## src/rtl/code39_pkg.sv

```systemverilog
// Shared types and constants for the Code 39 character decoder.
// Patterns are 9 elements, first element in bit 8, 1 = wide.
package code39_pkg;

  localparam int SYM_W      = 9;
  localparam int DEF_THRESH = 6;

  localparam logic [SYM_W-1:0] STAR = 9'b010010100;

  localparam logic [1:0] ERR_NONE = 2'b00;
  localparam logic [1:0] ERR_BAD  = 2'b01;
  localparam logic [1:0] ERR_OVF  = 2'b10;
  localparam logic [1:0] ERR_ZERO = 2'b11;

  typedef enum logic {
    HUNT = 1'b0,
    DATA = 1'b1
  } state_t;

endpackage

```

## src/rtl/code39_lookup.sv

```systemverilog
// Combinational Code 39 pattern ROM: 9-element narrow/wide pattern to ASCII.
// hit is low for any pattern outside the 44-entry table.
module code39_lookup
  import code39_pkg::*;
(
  input  logic [SYM_W-1:0] pattern,
  output logic             hit,
  output logic             is_star,
  output logic [7:0]       ascii
);

  always_comb begin
    hit     = 1'b1;
    is_star = 1'b0;
    ascii   = 8'h00;
    case (pattern)
      9'b000110100: ascii = "0";
      9'b100100001: ascii = "1";
      9'b001100001: ascii = "2";
      9'b101100000: ascii = "3";
      9'b000110001: ascii = "4";
      9'b100110000: ascii = "5";
      9'b001110000: ascii = "6";
      9'b000100101: ascii = "7";
      9'b100100100: ascii = "8";
      9'b001100100: ascii = "9";
      9'b100001001: ascii = "A";
      9'b001001001: ascii = "B";
      9'b101001000: ascii = "C";
      9'b000011001: ascii = "D";
      9'b100011000: ascii = "E";
      9'b001011000: ascii = "F";
      9'b000001101: ascii = "G";
      9'b100001100: ascii = "H";
      9'b001001100: ascii = "I";
      9'b000011100: ascii = "J";
      9'b100000011: ascii = "K";
      9'b001000011: ascii = "L";
      9'b101000010: ascii = "M";
      9'b000010011: ascii = "N";
      9'b100010010: ascii = "O";
      9'b001010010: ascii = "P";
      9'b000000111: ascii = "Q";
      9'b100000110: ascii = "R";
      9'b001000110: ascii = "S";
      9'b000010110: ascii = "T";
      9'b110000001: ascii = "U";
      9'b011000001: ascii = "V";
      9'b111000000: ascii = "W";
      9'b010010001: ascii = "X";
      9'b110010000: ascii = "Y";
      9'b011010000: ascii = "Z";
      9'b010000101: ascii = "-";
      9'b110000100: ascii = ".";
      9'b011000100: ascii = " ";
      9'b010101000: ascii = "$";
      9'b010100010: ascii = "/";
      9'b010001010: ascii = "+";
      9'b000101010: ascii = "%";
      STAR: begin
        ascii   = "*";
        is_star = 1'b1;
      end
      default: hit = 1'b0;
    endcase
  end

endmodule

```

## src/rtl/code39_char_decoder.sv

```systemverilog
// Code 39 decoder: classifies bar/space widths, frames symbols between '*' guards
// and presents decoded ASCII through a single valid/ready output register.
module code39_char_decoder
  import code39_pkg::*;
#(
  parameter int W_BITS = 4,
  parameter int THRESH = DEF_THRESH,
  parameter int ELEMS  = 9
) (
  input  logic              clk,
  input  logic              rst,
  input  logic              cs,
  input  logic [W_BITS-1:0] width_in,
  input  logic              width_valid,
  output logic [7:0]        char_out,
  output logic              char_valid,
  input  logic              char_ready,
  output logic              frame_active,
  output logic              frame_done,
  output logic              err,
  output logic [1:0]        err_code
);

  localparam int                CW   = $clog2(ELEMS);
  localparam logic [W_BITS-1:0] THR  = W_BITS'(THRESH);
  localparam logic [CW-1:0]     LAST = CW'(ELEMS - 1);

  state_t           state_reg, state_next;
  logic [SYM_W-1:0] pat_reg, pat_next;
  logic [CW-1:0]    cnt_reg, cnt_next;
  logic [7:0]       char_out_reg, char_out_next;
  logic             char_valid_reg, char_valid_next;
  logic             frame_done_reg, frame_done_next;
  logic             err_reg, err_next;
  logic [1:0]       err_code_reg, err_code_next;

  logic [SYM_W-1:0] shifted;
  logic             lut_hit, lut_star;
  logic [7:0]       lut_ascii;

  // Lookup runs on the pattern including the element arriving this cycle.
  assign shifted = {pat_reg[SYM_W-2:0], (width_in >= THR)};

  code39_lookup u_lookup (
    .pattern (shifted),
    .hit     (lut_hit),
    .is_star (lut_star),
    .ascii   (lut_ascii)
  );

  always_comb begin
    state_next      = state_reg;
    pat_next        = pat_reg;
    cnt_next        = cnt_reg;
    char_out_next   = char_out_reg;
    char_valid_next = char_valid_reg;
    frame_done_next = 1'b0;
    err_next        = 1'b0;
    err_code_next   = ERR_NONE;
    if (cs) begin
      if (char_valid_reg && char_ready) char_valid_next = 1'b0;
      if (width_valid) begin
        if (width_in == '0) begin
          err_next      = 1'b1;
          err_code_next = ERR_ZERO;
        end else begin
          pat_next = shifted;
          case (state_reg)
            HUNT: begin
              if (shifted == STAR) begin
                state_next = DATA;
                cnt_next   = '0;
              end
            end
            DATA: begin
              if (cnt_reg == LAST) begin
                cnt_next = '0;
                if (!lut_hit) begin
                  err_next      = 1'b1;
                  err_code_next = ERR_BAD;
                  state_next    = HUNT;
                end else if (lut_star) begin
                  frame_done_next = 1'b1;
                  state_next      = HUNT;
                end else if (!char_valid_reg || char_ready) begin
                  // A char consumed this cycle frees the register for the new one.
                  char_out_next   = lut_ascii;
                  char_valid_next = 1'b1;
                end else begin
                  err_next      = 1'b1;
                  err_code_next = ERR_OVF;
                end
              end else begin
                cnt_next = cnt_reg + 1'b1;
              end
            end
            default: state_next = HUNT;
          endcase
        end
      end
    end
  end

  always_ff @(posedge clk or negedge rst) begin
    if (!rst) begin
      state_reg      <= HUNT;
      pat_reg        <= '0;
      cnt_reg        <= '0;
      char_out_reg   <= '0;
      char_valid_reg <= 1'b0;
      frame_done_reg <= 1'b0;
      err_reg        <= 1'b0;
      err_code_reg   <= ERR_NONE;
    end else begin
      state_reg      <= state_next;
      pat_reg        <= pat_next;
      cnt_reg        <= cnt_next;
      char_out_reg   <= char_out_next;
      char_valid_reg <= char_valid_next;
      frame_done_reg <= frame_done_next;
      err_reg        <= err_next;
      err_code_reg   <= err_code_next;
    end
  end

  assign char_out     = char_out_reg;
  assign char_valid   = char_valid_reg;
  assign frame_active = (state_reg == DATA);
  assign frame_done   = frame_done_reg;
  assign err          = err_reg;
  assign err_code     = err_code_reg;

endmodule

```

## config.mk

```make
export PLATFORM = sky130hd
export DESIGN_NAME = code39_char_decoder
export DESIGN_NICKNAME = d
export VERILOG_FILES = /design/src/rtl/code39_pkg.sv /design/src/rtl/code39_lookup.sv /design/src/rtl/code39_char_decoder.sv
export SDC_FILE = /design/constraint.sdc
export NUM_CORES = 1
export LEC_CHECK = 0
export ABC_CLOCK_PERIOD_IN_PS = 3200
export CAP_MARGIN = 20
export CORE_UTILIZATION = 59
export CTS_BUF_LIST = sky130_fd_sc_hd__clkbuf_2
export DETAILED_ROUTE_END_ITERATION = 10
export PLACE_DENSITY = 0.9
export RECOVER_POWER = 25
export SLEW_MARGIN = 30
export SYNTH_ARGS = -nofsm -noshare
export SYNTH_HDL_FRONTEND = slang
export SYNTH_SLANG_ARGS = --single-unit
```

## constraint.sdc

```tcl
create_clock -name clk -period 3.2 [get_ports clk]
set_clock_uncertainty 0.2 [all_clocks]
set_input_delay 0.64 -clock clk [delete_from_list [all_inputs] [get_ports clk]]
set_output_delay 0.64 -clock clk [all_outputs]
set_load 0.05 [all_outputs]
```

======== Yosys cells after proc, flatten, opt, wreduce, memory -nomap -nowiden ========
Cells that the tools add are included.
storage, ports and cells
  input bits .............................. 9
  output and inout bits ................... 14
  word-level logic and storage cells ...... 108
  flip-flop bits (word level) ............. 26
cells by class
  reduce and logical (&&, ||, !) cells .... 8
  equality and inequality tests ........... 46
  add/subtract/negate cells ............... 1
  mux-type cells .......................... 41
  bitwise operators ....................... 3
  $lt $le $gt $ge ......................... 1
operator list
  cell                                                                number
  case mux 7 bit (44 select lines)                                    1
  == test 9 bit (second input constant)                               16
  == test 9 x 7 -> 1 bit (second input constant)                      9
  == test 9 x 8 -> 1 bit (second input constant)                      9
  OR reduction 44 bit                                                 1
  == test 9 x 5 -> 1 bit (second input constant)                      4
  == test 9 x 6 -> 1 bit (second input constant)                      4
  two-way mux 1 bit                                                   28
  two-way mux 2 bit                                                   8
  == test 9 x 3 -> 1 bit (second input constant)                      1
  == test 9 x 4 -> 1 bit (second input constant)                      1
  two-way mux 4 bit                                                   2
  case mux 4 bit (2 select lines)                                     1
  AND reduction 8 bit                                                 1
  adder 4 x 1 -> 4 bit (second input constant)                        1
  == test 4 bit (second input constant)                               1
  greater-or-equal comparator 4 x 3 -> 1 bit (second input constant)  1
  logical NOT 4 bit                                                   1
  AND reduction 4 bit                                                 1
  inverter 1 bit                                                      3
  AND reduction 3 bit                                                 1
  != test 2 bit (second input constant)                               1
  case mux 1 bit (2 select lines)                                     1
  logical AND 1 bit                                                   1
  other kinds (2)                                                     2

======== Longest topological paths before layout ========
  word-level depth ........................ 10
  mapped depth ............................ 10
  depth with buffers taken out ............ 7

======== Hierarchy ========
From an unflattened synthesis, not the netlist that was laid out.
unflattened totals
  cells, all modules ...................... 279
  area, all modules ....................... 2,279.7 um2
by module, submodules not included
  module               seq. area each (um2)  cells each  instances  area each (um2)
  code39_char_decoder  650.6                 106         1          1,184.9
  code39_lookup        0.0                   173         1          1,094.8

======== Least setup slack after synthesis ========
No wires, ideal clock.
  kind .................................... input port to flip-flop
  start ................................... in width_in[2]
  end ..................................... reg char_out_reg[0] (netlist: char_out[0])
  path buffers ............................ 1
  data required time ...................... 2.875 ns
  arrival time ............................ 2.477 ns
  setup time .............................. 0.125 ns
  stages .................................. 8
  slack ................................... 0.398 ns
  path through ............................ a21oi_4 > buf_6 > nor3_2 > a2bb2o_4 > or4_4 > nor3_4 > a21oi_4 > mux2_4
between the ends
  longest elaborated chain between the ends .. 5
  elaborated cells on any way between the ends .. 53
  those cells by class .................... order compare (1); eq/ne (44); mux (3); bitwise (2); reduce/logical (3)
RTL lines
  item                                                                              line                        text
  from (decl)                                                                       code39_char_decoder.sv:13   input logic [W_BITS-1:0] width_in,
  greater-or-equal comparator 4 x 3 -> 1 bit                                        code39_char_decoder.sv:42   assign shifted = {pat_reg[SYM_W-2:0], (width_in >= THR)};
  == test 9 x 8 -> 1 bit, or another cell as far along                              code39_lookup.sv:16         case (pattern)
  OR reduction 44 bit (no source line) / two-way mux 1 bit (equally long branches)  -
  two-way mux 1 bit / inverter 1 bit (equally long branches)                        -
  AND reduction 8 bit (no source line)                                              -
  to (signal assigned)                                                              code39_char_decoder.sv:118  char_out_reg <= char_out_next;
  to (decl)                                                                         code39_char_decoder.sv:31   logic [7:0] char_out_reg, char_out_next;
Several ways; a longest one is shown, not always the timed one.
A chain may end at the register's enable or synchronous reset.

======== Worst setup path after layout ========
  start ................................... in width_in[1]
  end ..................................... reg char_out_reg[1] (netlist: char_out[1])
The elaborated chain is that of the path after synthesis.

==> key figures <==
Synth
  • Yosys warns: 0
  • Synth top area share: 27.0%
  • Post-synth top flop: dfrtp_1
  • Yosys reg bits: 25
  • Syn nets: 298
  • Mapped Area: 2320 sq um
  • Mapped Avg Cell Area: 8.07 sq um
  • Leading area contributor after synthesis: dfrtp_1
  • Yosys cell types: 62
  • EDFF count, synth: 0
  • Async SR Flop Fraction: 100%
  • Post-synthesis instance total: 287
  • Synth area leaders: dfrtp_1 27%, nand2_1 4.5%, nand4_1 3.5%
  • Seq/Total Area, Yosys: 27.0%

Clock tree
  • Total CTS buffers: 3
  • CTS tree: built
  • CTS sink cnt: 25
  • Clock transition at path regs: 0.23 ns
  • CTS root buffer: clkbuf_2
  • Insertion delay to the later sink of the worst-skew pair: 0.40 ns
  • # Post-CTS Setup Buffers: 0
  • Maximum root-to-sink buffer count: 2
  • Htree depth: 1

Global route
  • Met2 GRT Util: 59.2%
  • Global Route Usage Sum: 38.8%
  • Most Crowded Layer GR: met2
  • Initial antenna violation count: 0
  • Largest net degree at the start of global routing: 26
  • Met1 usage: 51.5%
  • Vias in the first global route: 2521
  • M3 GR Usage: 7.39%
  • Grt ovf: 0
  • First-pass GRT wire length: 12600 um

STA
  • Final hold vios: 0
  • Slew of the pin with the lowest slew margin: 1.29 ns
  • Final period util: 96.3%
  • Slew Viols, Final: 0
  • Fmax: 324 MHz
  • RSZ-0062 raised after global routing: false
  • Final Setup Violations: 0
  • Rel. slew slack: 13.7%
  • Fin crit period: 3.08 ns
  • Setup ws final: 0.118 ns
  • Total negative slack: 0 ns

Routing
  • Post-DRT Antenna Nets: 0
  • Routed WL per cell: 19.1 um
  • DRC viols: 0
  • Via count: 2631
  • Final wirelength: 7390 um
  • First-pass DRT Iterations: 6
  • DRT iter0 DRCs: 282
  • Via density: 6.80

Worst setup path
  • Flop2flop setup slack: 0.24 ns
  • Crit path required time: 3.31 ns
  • Crit. End Element: flip-flop
  • Worst setup SP type: input pin
  • RR Startpoint: pat_reg[4]
  • Worst setup endpoint: char_out[1]
  • Critical path fanouts, max: 7
  • Crit. Startpoint: width_in[1]
  • CP Class: input pin to flip-flop
  • Length in cells of the worst reg-to-reg path: 7
  • Crit path arrival time: 3.19 ns
  • RR Endpoint: char_out[0]

Power
  • Net Sw Power: 0.640 mW
  • Switching share of power: 48.2%
  • Logic pwr share: 56.0%
  • Sequential share of power: 33.4%
  • Pint: 0.689 mW
  • Pleak: 1.19 nW
  • Clock share of power: 10.7%
  • Pwr dens: 465 nW/um^2
  • Maximum VDD drop: 0.485 mV

Floorplanning
  • I/O pins: 23
  • Die Area: 4180 sq um
  • Die extent in y: 64.7 um
  • Die width: 64.7 um
  • Starting Density: 62.3%
  • FP Rows: 22
  • Core Region: 3720 sq um

Hold path
  • Hold Startpoint: char_out[4]
  • Hold crit path type: flip-flop to flip-flop

Cells and area
  • Final Net Count: 351
  • Area occupied by registers: 627 sq um
  • Area grow syn2layout: 23.4%
  • Layout cells sized above 1: 22.7%
  • Max reg flops: 8
  • Fillers: 280
  • Footprint of the multi-input gates: 1530 sq um
  • Diodes inserted: 0

Place
  • Dpl hpwl: 5730 um
  • Port Buf Inserts: 21
  • Final Wtd Congestion: 1.09
  • Placement Setup Slack: -0.236 ns

Outcome
  • Status: finished clean

Job
  • Maxcap violations: 0
==> synthesized netlist by cell type (3+ instances only) <==
library cell   n
nand2_1       28
dfrtp_1       25
nor2_1        21
nand3_1       15
nand4_1       13
buf_2         12
a21oi_1       11
o21ai_0       11
nor3_1        10
nor2b_1        8
inv_1          7
a31oi_1        6
clkbuf_1       6
nand2b_1       6
xnor2_1        6
mux2_4         5
nand4b_1       5
nor3b_1        5
nor4_1         5
buf_4          4
o22ai_1        4
or4_1          4
xor2_1         4
a22o_1         3
and4_1         3
inv_2          3
mux2_2         3
nor4b_1        3
o21ai_1        3
o31ai_1        3
==> worst max-delay path, cell delays in order <==
cell	delay, ns
clkdlybuf4s50_1	0.55
buf_4	0.15
a21o_1	0.17
buf_4	0.18
buf_4	0.12
nand3_1	0.08
a21oi_1	0.23
a31oi_1	0.09
and3b_1	0.31
a21oi_4	0.31
buf_4	0.19
mux2i_1	0.18
==> cell usage in the layout (no fill, tap or decap), types with 4 or more instances in the layout <==
master,Yosys,final
inv_1,7,7
nor3_1,10,10
o21ai_0,11,10
a21oi_1,11,11
nor3b_1,5,5
nand3_1,15,15
buf_4,4,49
nand2b_1,6,6
o22ai_1,4,4
nand2_1,28,28
nand4_1,13,13
o21ai_1,3,4
nor2_1,21,21
xor2_1,4,4
clkdlybuf4s50_1,0,20
xnor2_1,6,6
nand4b_1,5,5
or4_1,4,4
nor4_1,5,5
dfrtp_1,25,24
a31oi_1,6,6
nor2b_1,8,8
mux2_4,5,5
==> layer usage <==
metal  wire, um  up-vias
met5          0        -
met4        419        0
met3        767       49
met2       3270      202
met1       2940     1216
li1           -     1164
==> kinds of logic (layout without fill, tap and decap cells) <==
| family | count (synthesis) | after routing | synth area share (%) |
|---|---|---|---|
| other cells | 1 | 1 | 0.162 |
| mux | 10 | 10 | 5.56 |
| simple gates | 144 | 144 | 36.2 |
| xor+xnor | 10 | 10 | 3.78 |
| fa+ha+maj | 2 | 2 | 1.08 |
| buf+inv | 33 | 85 | 6.97 |
| compound gates | 62 | 62 | 19.2 |
| flops | 25 | 25 | 27.0 |
==> power groups by stage <==
stage / registers, mW / logic (mW) / clock network, mW
after CTS: 0.439 / 0.715 / 0.139
after detailed placement: 0.445 / 0.713 / 0
after floorplan: 0.380 / 0.504 / 0
after global placement: 0.441 / 0.704 / 0
final: 0.443 / 0.744 / 0.142
after global routing: 0.451 / 0.797 / 0.150
==> final cells by class <==
type / instances / share of cell area, %
Timing Repair Buffer: 71 / 20.4
Tap cell: 48 / 2.10
Multi-Input combinational cell: 229 / 53.5
Sequential cell: 25 / 21.9
Inverter: 10 / 1.31
Clock buffer: 3 / 0.525
Clock inverter: 1 / 0.306
==> metrics by stage <==
stage                     hold WS [ns]  cells  area [sq um]  util (%)  total power [mW]
final                            0.338    387          2860      76.9              1.33
after global routing             0.367    387          2860      76.9              1.40
after CTS                        0.338    387          2860      77.0              1.29
after detailed placement         0.308    383          2840      76.4              1.16
after global placement           0.299    383          2840      76.4              1.14
after floorplan                  0.144    287          2320         -             0.884
==> worst min-delay path by stage <==
stage,end,slack [ns],cells past startpoint
floorplan,char_out[0],0.14,0
global placement,char_out[6],0.30,1
detailed placement,char_out[4],0.31,2
CTS,char_out[4],0.34,2
global route,char_out[5],0.37,1
finish,char_out[4],0.34,2
==> timing repair <==
action / 4_1_cts / 5_1_grt
endpoints found under the hold margin: 0 / 0
hold buffers: 0 / 0
endpoints found under the setup margin: 0 / 5
resized for setup: 0 / 2
(Power assumes the default switching activity.)
